`src/rtl/axi_struct_pkg.sv`:
```
// AXI4 channel bundles for a single 32-bit write port and read port.
package axi_struct_pkg;

    localparam int AXI_AW = 32;
    localparam int AXI_DW = 32;
    localparam int AXI_IW = 4;

    typedef struct packed {
        logic [AXI_IW-1:0]   awid;
        logic [AXI_AW-1:0]   awaddr;
        logic [7:0]          awlen;
        logic [2:0]          awsize;
        logic [1:0]          awburst;
        logic                awvalid;
        logic [AXI_DW-1:0]   wdata;
        logic [AXI_DW/8-1:0] wstrb;
        logic                wlast;
        logic                wvalid;
        logic                bready;
    } axi_wr_req_t;

    typedef struct packed {
        logic              awready;
        logic              wready;
        logic [AXI_IW-1:0] bid;
        logic [1:0]        bresp;
        logic              bvalid;
    } axi_wr_rsp_t;

    typedef struct packed {
        logic [AXI_IW-1:0] arid;
        logic [AXI_AW-1:0] araddr;
        logic [7:0]        arlen;
        logic [2:0]        arsize;
        logic [1:0]        arburst;
        logic              arvalid;
        logic              rready;
    } axi_rd_req_t;

    typedef struct packed {
        logic              arready;
        logic [AXI_IW-1:0] rid;
        logic [AXI_DW-1:0] rdata;
        logic [1:0]        rresp;
        logic              rlast;
        logic              rvalid;
    } axi_rd_rsp_t;

endpackage

```
`src/rtl/tlul_axi_bridge_pkg.sv`:
```
// Bridge FSM states and AXI response/burst encodings.
// DRAIN exists only when TLUL_AXI_BRIDGE_TIMEOUT_EN is defined.
package tlul_axi_bridge_pkg;

    typedef enum logic [2:0] {
        IDLE    = 3'd0,
        WR_ADDR = 3'd1,
        WR_RESP = 3'd2,
        RD_ADDR = 3'd3,
        RD_RESP = 3'd4,
`ifdef TLUL_AXI_BRIDGE_TIMEOUT_EN
        TL_RSP  = 3'd5,
        DRAIN   = 3'd6
`else
        TL_RSP  = 3'd5
`endif
    } state_e;

    typedef enum logic [1:0] {
        OKAY   = 2'b00,
        EXOKAY = 2'b01,
        SLVERR = 2'b10,
        DECERR = 2'b11
    } axi_resp_e;

    localparam logic [1:0] INCR = 2'b01;

    function automatic logic resp_is_err(input logic [1:0] resp);
        return (resp == SLVERR) || (resp == DECERR);
    endfunction

endpackage

```
`src/rtl/tlul_pkg.sv`:
```
// Minimal TL-UL type and opcode definitions shared by the bridge and its host.
package tlul_pkg;

    localparam int TL_AW  = 32;
    localparam int TL_DW  = 32;
    localparam int TL_DBW = TL_DW / 8;
    localparam int TL_SZW = 2;
    localparam int TL_AIW = 8;
    localparam int TL_DIW = 1;
    localparam int TL_AUW = 7;
    localparam int TL_DUW = 7;

    localparam logic [2:0] PutFullData    = 3'h0;
    localparam logic [2:0] PutPartialData = 3'h1;
    localparam logic [2:0] Get            = 3'h4;

    localparam logic [2:0] AccessAck      = 3'h0;
    localparam logic [2:0] AccessAckData  = 3'h1;

    localparam logic [TL_DUW-1:0] TL_D_USER_DEFAULT = '0;

    typedef struct packed {
        logic              a_valid;
        logic [2:0]        a_opcode;
        logic [2:0]        a_param;
        logic [TL_SZW-1:0] a_size;
        logic [TL_AIW-1:0] a_source;
        logic [TL_AW-1:0]  a_address;
        logic [TL_DBW-1:0] a_mask;
        logic [TL_DW-1:0]  a_data;
        logic [TL_AUW-1:0] a_user;
        logic              d_ready;
    } tl_h2d_t;

    typedef struct packed {
        logic              d_valid;
        logic [2:0]        d_opcode;
        logic [2:0]        d_param;
        logic [TL_SZW-1:0] d_size;
        logic [TL_AIW-1:0] d_source;
        logic [TL_DIW-1:0] d_sink;
        logic [TL_DW-1:0]  d_data;
        logic [TL_DUW-1:0] d_user;
        logic              d_error;
        logic              a_ready;
    } tl_d2h_t;

endpackage

```
`src/rtl/tlul_axi_bridge_ctrl.sv`:
```
// Single-outstanding TL-UL to AXI4 bridge: one TL request becomes one single-beat AXI access.
// Define TLUL_AXI_BRIDGE_TIMEOUT_EN to bound the B/R wait and drain late beats afterwards.
module tlul_axi_bridge_ctrl
    import tlul_pkg::*;
    import axi_struct_pkg::*;
    import tlul_axi_bridge_pkg::*;
#(
    parameter int AddrW         = 32,
    parameter int TimeoutCycles = 1024
) (
    input  logic                        clk_i,
    input  logic                        rst_ni,
    input  tlul_pkg::tl_h2d_t           tl_i,
    output tlul_pkg::tl_d2h_t           tl_o,
    output axi_struct_pkg::axi_wr_req_t axi_wr_req_o,
    input  axi_struct_pkg::axi_wr_rsp_t axi_wr_rsp_i,
    output axi_struct_pkg::axi_rd_req_t axi_rd_req_o,
    input  axi_struct_pkg::axi_rd_rsp_t axi_rd_rsp_i
);

    localparam logic [AXI_AW-1:0] AddrMask = AXI_AW'((64'd1 << AddrW) - 64'd1);

    state_e state, state_nxt;

    logic              init_done;
    logic [2:0]        cap_op;
    logic [AXI_AW-1:0] cap_addr;
    logic [TL_SZW-1:0] cap_size;
    logic [TL_DBW-1:0] cap_mask;
    logic [TL_DW-1:0]  cap_wdata;
    logic [TL_AIW-1:0] cap_source;
    logic [TL_DW-1:0]  rsp_data;
    logic              rsp_err;
    logic              aw_done;
    logic              w_done;

    logic a_ready, accept, op_write, op_read, cap_read;
    logic aw_valid, w_valid, ar_valid, b_ready, r_ready;
    logic aw_hs, w_hs, ar_hs, b_beat, r_beat;
    logic unused_inputs;

    assign a_ready  = (state == IDLE) && init_done;
    assign accept   = tl_i.a_valid && a_ready;
    assign op_write = (tl_i.a_opcode == PutFullData) || (tl_i.a_opcode == PutPartialData);
    assign op_read  = (tl_i.a_opcode == Get);
    assign cap_read = (cap_op == Get);

    assign aw_valid = (state == WR_ADDR) && !aw_done;
    assign w_valid  = (state == WR_ADDR) && !w_done;
    assign ar_valid = (state == RD_ADDR);

`ifdef TLUL_AXI_BRIDGE_TIMEOUT_EN
    localparam int CntW = $clog2(TimeoutCycles + 1);

    logic [CntW-1:0] tmo_cnt;
    logic            timed_out;
    logic            tmo_hit;

    // After a timeout the abandoned channel stays ready so the late beat cannot wedge the slave.
    assign b_ready = (state == WR_RESP) || ((state == DRAIN) && !cap_read);
    assign r_ready = (state == RD_RESP) || ((state == DRAIN) && cap_read);
    assign tmo_hit = ((state == WR_RESP) || (state == RD_RESP))
                     && (tmo_cnt == CntW'(TimeoutCycles - 1));
`else
    localparam int unused_timeout_cycles = TimeoutCycles;

    assign b_ready = (state == WR_RESP);
    assign r_ready = (state == RD_RESP);
`endif

    assign aw_hs  = aw_valid && axi_wr_rsp_i.awready;
    assign w_hs   = w_valid && axi_wr_rsp_i.wready;
    assign ar_hs  = ar_valid && axi_rd_rsp_i.arready;
    assign b_beat = b_ready && axi_wr_rsp_i.bvalid;
    assign r_beat = r_ready && axi_rd_rsp_i.rvalid;

    assign unused_inputs = ^{tl_i.a_param, tl_i.a_user, axi_wr_rsp_i.bid,
                             axi_rd_rsp_i.rid, axi_rd_rsp_i.rlast};

    always_ff @(posedge clk_i or negedge rst_ni) begin
        if (!rst_ni) begin
            state <= IDLE;
        end else begin
            state <= state_nxt;
        end
    end

    always_comb begin
        state_nxt = state;
        unique case (state)
            IDLE: begin
                if (accept) begin
                    if (op_write) begin
                        state_nxt = WR_ADDR;
                    end else if (op_read) begin
                        state_nxt = RD_ADDR;
                    end else begin
                        state_nxt = TL_RSP;
                    end
                end
            end
            // AW and W complete independently; either may finish first or both together.
            WR_ADDR: begin
                if ((aw_done || aw_hs) && (w_done || w_hs)) begin
                    state_nxt = WR_RESP;
                end
            end
            WR_RESP: begin
                if (b_beat) begin
                    state_nxt = TL_RSP;
                end
`ifdef TLUL_AXI_BRIDGE_TIMEOUT_EN
                else if (tmo_hit) begin
                    state_nxt = TL_RSP;
                end
`endif
            end
            RD_ADDR: begin
                if (ar_hs) begin
                    state_nxt = RD_RESP;
                end
            end
            RD_RESP: begin
                if (r_beat) begin
                    state_nxt = TL_RSP;
                end
`ifdef TLUL_AXI_BRIDGE_TIMEOUT_EN
                else if (tmo_hit) begin
                    state_nxt = TL_RSP;
                end
`endif
            end
            TL_RSP: begin
                if (tl_i.d_ready) begin
`ifdef TLUL_AXI_BRIDGE_TIMEOUT_EN
                    state_nxt = timed_out ? DRAIN : IDLE;
`else
                    state_nxt = IDLE;
`endif
                end
            end
`ifdef TLUL_AXI_BRIDGE_TIMEOUT_EN
            DRAIN: begin
                if (b_beat || r_beat) begin
                    state_nxt = IDLE;
                end
            end
`endif
            default: state_nxt = IDLE;
        endcase
    end

    always_ff @(posedge clk_i or negedge rst_ni) begin
        if (!rst_ni) begin
            init_done  <= 1'b0;
            cap_op     <= '0;
            cap_addr   <= '0;
            cap_size   <= '0;
            cap_mask   <= '0;
            cap_wdata  <= '0;
            cap_source <= '0;
            rsp_data   <= '0;
            rsp_err    <= 1'b0;
            aw_done    <= 1'b0;
            w_done     <= 1'b0;
        end else begin
            init_done <= 1'b1;
            if (accept) begin
                cap_op     <= tl_i.a_opcode;
                cap_addr   <= tl_i.a_address & AddrMask;
                cap_size   <= tl_i.a_size;
                cap_mask   <= tl_i.a_mask;
                cap_wdata  <= tl_i.a_data;
                cap_source <= tl_i.a_source;
                rsp_data   <= '0;
                rsp_err    <= !(op_write || op_read);
                aw_done    <= 1'b0;
                w_done     <= 1'b0;
            end
            if (aw_hs) begin
                aw_done <= 1'b1;
            end
            if (w_hs) begin
                w_done <= 1'b1;
            end
            if ((state == WR_RESP) && b_beat) begin
                rsp_err <= resp_is_err(axi_wr_rsp_i.bresp);
            end
            if ((state == RD_RESP) && r_beat) begin
                rsp_data <= axi_rd_rsp_i.rdata;
                rsp_err  <= resp_is_err(axi_rd_rsp_i.rresp);
            end
`ifdef TLUL_AXI_BRIDGE_TIMEOUT_EN
            if (tmo_hit && !b_beat && !r_beat) begin
                rsp_data <= '1;
                rsp_err  <= 1'b1;
            end
`endif
        end
    end

`ifdef TLUL_AXI_BRIDGE_TIMEOUT_EN
    // Counter restarts on every entry because it is held at zero outside the response states.
    always_ff @(posedge clk_i or negedge rst_ni) begin
        if (!rst_ni) begin
            tmo_cnt   <= '0;
            timed_out <= 1'b0;
        end else begin
            if ((state == WR_RESP) || (state == RD_RESP)) begin
                tmo_cnt <= tmo_cnt + 1'b1;
            end else begin
                tmo_cnt <= '0;
            end
            if (accept) begin
                timed_out <= 1'b0;
            end else if (tmo_hit && !b_beat && !r_beat) begin
                timed_out <= 1'b1;
            end
        end
    end
`endif

    always_comb begin
        tl_o          = '0;
        tl_o.a_ready  = a_ready;
        tl_o.d_valid  = (state == TL_RSP);
        tl_o.d_opcode = cap_read ? AccessAckData : AccessAck;
        tl_o.d_param  = '0;
        tl_o.d_size   = cap_size;
        tl_o.d_source = cap_source;
        tl_o.d_sink   = '0;
        tl_o.d_data   = rsp_data;
        tl_o.d_user   = TL_D_USER_DEFAULT;
        tl_o.d_error  = rsp_err;
    end

    always_comb begin
        axi_wr_req_o         = '0;
        axi_wr_req_o.awid    = '0;
        axi_wr_req_o.awaddr  = cap_addr;
        axi_wr_req_o.awlen   = 8'd0;
        axi_wr_req_o.awsize  = {1'b0, cap_size};
        axi_wr_req_o.awburst = INCR;
        axi_wr_req_o.awvalid = aw_valid;
        axi_wr_req_o.wdata   = cap_wdata;
        axi_wr_req_o.wstrb   = cap_mask;
        axi_wr_req_o.wlast   = 1'b1;
        axi_wr_req_o.wvalid  = w_valid;
        axi_wr_req_o.bready  = b_ready;
    end

    always_comb begin
        axi_rd_req_o         = '0;
        axi_rd_req_o.arid    = '0;
        axi_rd_req_o.araddr  = cap_addr;
        axi_rd_req_o.arlen   = 8'd0;
        axi_rd_req_o.arsize  = {1'b0, cap_size};
        axi_rd_req_o.arburst = INCR;
        axi_rd_req_o.arvalid = ar_valid;
        axi_rd_req_o.rready  = r_ready;
    end

endmodule

```
`config.mk`:
```
export PLATFORM = sky130hd
export DESIGN_NAME = tlul_axi_bridge_ctrl
export DESIGN_NICKNAME = d
export VERILOG_FILES = /design/src/rtl/axi_struct_pkg.sv /design/src/rtl/tlul_axi_bridge_pkg.sv /design/src/rtl/tlul_pkg.sv /design/src/rtl/tlul_axi_bridge_ctrl.sv
export SDC_FILE = /design/constraint.sdc
export NUM_CORES = 1
export LEC_CHECK = 0
export CORE_AREA = 2 2 134 136
export DETAILED_ROUTE_END_ITERATION = 10
export DIE_AREA = 0 0 136 138
export PLACE_DENSITY = 0.7
export SYNTH_ARGS = -nofsm -noshare
export SYNTH_HDL_FRONTEND = slang
export SYNTH_SLANG_ARGS = --single-unit
```
`constraint.sdc`:
```
create_clock -name clk_i -period 3.5 [get_ports clk_i]
set_input_delay 0.7 -clock clk_i [delete_from_list [all_inputs] [get_ports clk_i]]
set_output_delay 0.7 -clock clk_i [all_outputs]
set_load 0.1 [all_outputs]
```
Word-level counts from Yosys, hierarchy flattened --
Cells that the tools add are included.
Word-level totals: bits in registers 120, input bits 145, output and inout bits 199, logic and storage cells 76
Cells by class: equal/unequal tests 18, multiplexer cells 18, reduce and logical (&&, ||, !) cells 28
Operators with widths (count):
- $mux W32 | 2
- $mux W3 | 8
- $pmux W3 S6 | 1
- $eq A3 B3 Y1 const B | 4
- $logic_and A1 B1 Y1 | 12
- $eq A2 B2 Y1 const B | 4
- $ne A2 B1 Y1 const B | 4
- $mux W1 | 7
- $eq A3 B1 Y1 const B | 2
- $eq A3 B2 Y1 const B | 2
- $logic_not A3 Y1 | 2
- $logic_or A1 B1 Y1 | 6
- $reduce_and A6 Y1 | 1
- $reduce_bool A2 Y1 | 3
- $ne A2 B2 Y1 const B | 2
- $logic_not A1 Y1 | 3
- $reduce_bool A3 Y1 | 1

Logic depth before layout (Yosys ltp) --
depth after elaboration 7, mapped depth 8, mapped depth without buffers 4

Worst setup path before layout --
OpenSTA, ideal clock, no wires.
path type register to output, start register state[1], end output port tl_o[58] (netlist bit), arrival time 1.528 ns, required time 2.800 ns, path slack 1.272 ns, stages on the path, launching flop included 4, buffers on the path 1, path through dfrtp_1 buf_2 nor2b_1 and2_1
RTL lines:
- from (decl) | line tlul_axi_bridge_ctrl.sv:23 | state_e state, state_nxt;
- from (signal assigned) | line tlul_axi_bridge_ctrl.sv:84 | state <= state_nxt;
- to (decl) | line tlul_axi_bridge_ctrl.sv:14 | output tlul_pkg::tl_d2h_t tl_o,

Final worst setup path --
start register cap_size[0], end output port axi_wr_req_o[42] (netlist bit)
RTL lines:
- from (decl) | line tlul_axi_bridge_ctrl.sv:28 | logic [TL_SZW-1:0] cap_size;
- from (signal assigned) | line tlul_axi_bridge_ctrl.sv:171 | cap_size <= tl_i.a_size;
- to (decl) | line tlul_axi_bridge_ctrl.sv:15 | output axi_struct_pkg::axi_wr_req_t axi_wr_req_o,
No word-level cell between the ends.

==> results.json <==
{
  "setup_repair_after_global_routing_missed_its_margin": "false",
  "syn_area_per_cell_sq_um": 9.729,
  "post-route-period-util_pct": 75.97,
  "num_rows": 49,
  "globalRouteTotalUtil_pct": 15.42,
  "maximum_number_of_pins_on_one_net_before_global_route_repair": 65,
  "post-route-cell-area_sq_um": 8372,
  "primary_flip_flop_cell_chosen_by_synthesis_mapping": "dfrtp_1",
  "crit_chain": "clkdlybuf4s50_1",
  "antenna_violations_before_repair": 0,
  "die_w_microns": 136,
  "critPathMaxFanout": 4,
  "hold_viol_final": 0,
  "final_layout_size_suffix_gt1_share_pct": 8.543,
  "worst_hold_path_type": "input port to async pin",
  "final_setup_violation_count": 0,
  "worst_setup_ep_type": "primary output",
  "synth-edff-count": 0,
  "critical_path_class": "flop to primary output",
  "die_area_sq_um": 18770,
  "yosys.area.top_type": "dfrtp_1",
  "number_of_global_route_vias_before_repair": 4198,
  "postPlaceCellArea_sq_um": 7794,
  "run_status": "completed",
  "buffer_levels_on_the_longest_clock_path": 2,
  "yosys-top-cells-count": "nand2_1 (240), dfrtp_1 (120), buf_4 (89)",
  "ports": 344,
  "worstSetupStartpointType": "flop",
  "arrival_ns": 1.96,
  "cp.buffers_inverters": 1,
  "cp.required_ns": 2.80,
  "cts-resized-gates": 0,
  "relSlewSlack_pct": 31.80,
  "async_flop_share_pct": 100.0,
  "tritoncts": "built",
  "tightestPinTransition_ns": 1.020,
  "max_freq_mhz": 376.1,
  "tritoncts_num_sinks": 120,
  "synthTopCellsByArea": "dfrtp_1 (56%), nand2_1 (17%), buf_4 (12%)",
  "fin_skew_ns": 0.01011,
  "report.final.slew_viol_count": 0,
  "syn-instance-count": 552,
  "num_vias": 4359,
  "chipHeight_microns": 138,
  "grt-ovfl-total": 0,
  "routedWlPerCell_microns": 14.09,
  "synth.cell_area_sq_um": 5370,
  "synthMostInstantiatedCell": "nand2_1",
  "global_route_wire_length_before_repair_microns": 22650,
  "max_stage_delay_ns": 1.16,
  "synth.yosys.warnings": 0,
  "place_hpwl_microns": 10310,
  "port-buffer-count": 278,
  "synthDistinctLibCells": 32,
  "worst_skew_pair_latency_ns": 0.40,
  "cp_slowest_cell": "clkdlybuf4s50_1",
  "numCtsBuffers": 17,
  "drc_errors": 0,
  "holdBufCountCts": 0,
  "placeableCoreArea_sq_um": 17530,
  "synth-seq-cells": 120,
  "synth_top_area_share_pct": 55.92,
  "post_cts.repair.setup_buffers": 0,
  "gp_congestion": 0.7758,
  "period_needed_ns": 2.659,
  "syn_to_final_growth_pct": 55.89,
  "drtAntennaViolNets": 0,
  "route.detailed.vias_per_inst": 4.253,
  "path_delay_family": "buffers and inverters",
  "setup-tns-final_ns": 0,
  "drtPass1Iterations": 4,
  "cap_viol_max_count": 0,
  "initial_utilization_pct": 30.63,
  "clockRootBuffer": "clkbuf_16",
  "wl_final_microns": 14440,
  "clkTransAtPathRegs_ns": 0.06,
  "number_of_diodes_added_for_antenna_fixing": 0,
  "nets": 928,
  "detail_route.iter0.violations": 176,
  "htreeDepth": 4,
  "synth_seq_area_share_pct": 55.92
}
path summary, 6_finish.rpt:
| check | from | end | slack, ns | cells after the start |
|---|---|---|---|---|
| min in group clk_i | cap_wdata[29] | cap_wdata[29] | 0.47 | 2 |
| hold reg to reg | cap_wdata[29] | cap_wdata[29] | 0.47 | 2 |
| setup reg to reg | state[0] | cap_addr[14] | 1.45 | 5 |
| setup / recovery | cap_size[0] | axi_wr_req_o[42] | 0.84 | 1 |
| hold / removal | rst_ni | rsp_err | 0.35 | 1 |
| max in group asynchronous | rst_ni | cap_addr[18] | 2.34 | 2 |
cells by family after synthesis:
group | share of synthesized area [%]
and+or+nand+nor | 19.52
DFF | 55.92
buffers and inverters | 15.91
AOI/OAI and AO/OA | 7.083
muxes | 1.421
other | 0.1398
stage by stage:
stage | setup slack [ns] | hold slack (ns) | std cells | util (%)
after floorplan | 1.272 | 0.4044 | 595 | -
after global placement | 1.207 | 0.4568 | 993 | 44.45
after detailed placement | 1.181 | 0.4609 | 993 | 44.45
after CTS | 0.8077 | 0.3831 | 1025 | 47.75
after global routing | 0.7678 | 0.4149 | 1025 | 47.75
final | 0.8411 | 0.3525 | 1025 | 47.75
cells in the final DEF (no fill, tap or decap), drive strengths merged:
cell	instances
nor4bb	2
nand4	2
a21o	2
clkinv	5
inv	4
buf	25
o2bb2a	1
or2	1
nor2b	1
and2	3
clkdlybuf4s50	260
nand3	1
dfrtp	120
clkinvlp	4
nand2b	1
nor4b	1
o21ai	3
a21oi	2
conb	45
bufinv	2
mux2i	2
nand2	240
or3b	1
nor2	6
a22o	34
nor3b	2
clkbuf	18
o221ai	1
a31oi	1
o211ai	1
mux2	5
sequential cells by signal (all words and copies together) (netlist names), 2 cells and up:
register and cells:
rsp_data 32, cap_mask 4, state 3, cap_addr 32, cap_op 3, cap_size 2
cap_source 8, cap_wdata 32
area by class of cell:
class                      count  area [sq um]
clock buffer                  18         429.2
clock inverter                14         148.9
fill                        1655          9163
inverter                       1         3.754
multi-input combinational    358          1698
sequential                   120          3003
tap                          229         286.5
timing repair buffer         285          2803
routing by layer:
| layer | part of all wire [%] | vias up | global-route usage [%] |
|---|---|---|---|
| li1 | - | 2092 | - |
| met1 | 40 | 2083 | 18.34 |
| met2 | 51 | 178 | 26.47 |
| met3 | 7.4 | 6 | 4.950 |
| met4 | 0.82 | 0 | 4.550 |
| met5 | 0 | - | 0 |
Power is not shown: default switching activity piles up to over one toggle a cycle in this logic, so the estimate is an artifact.
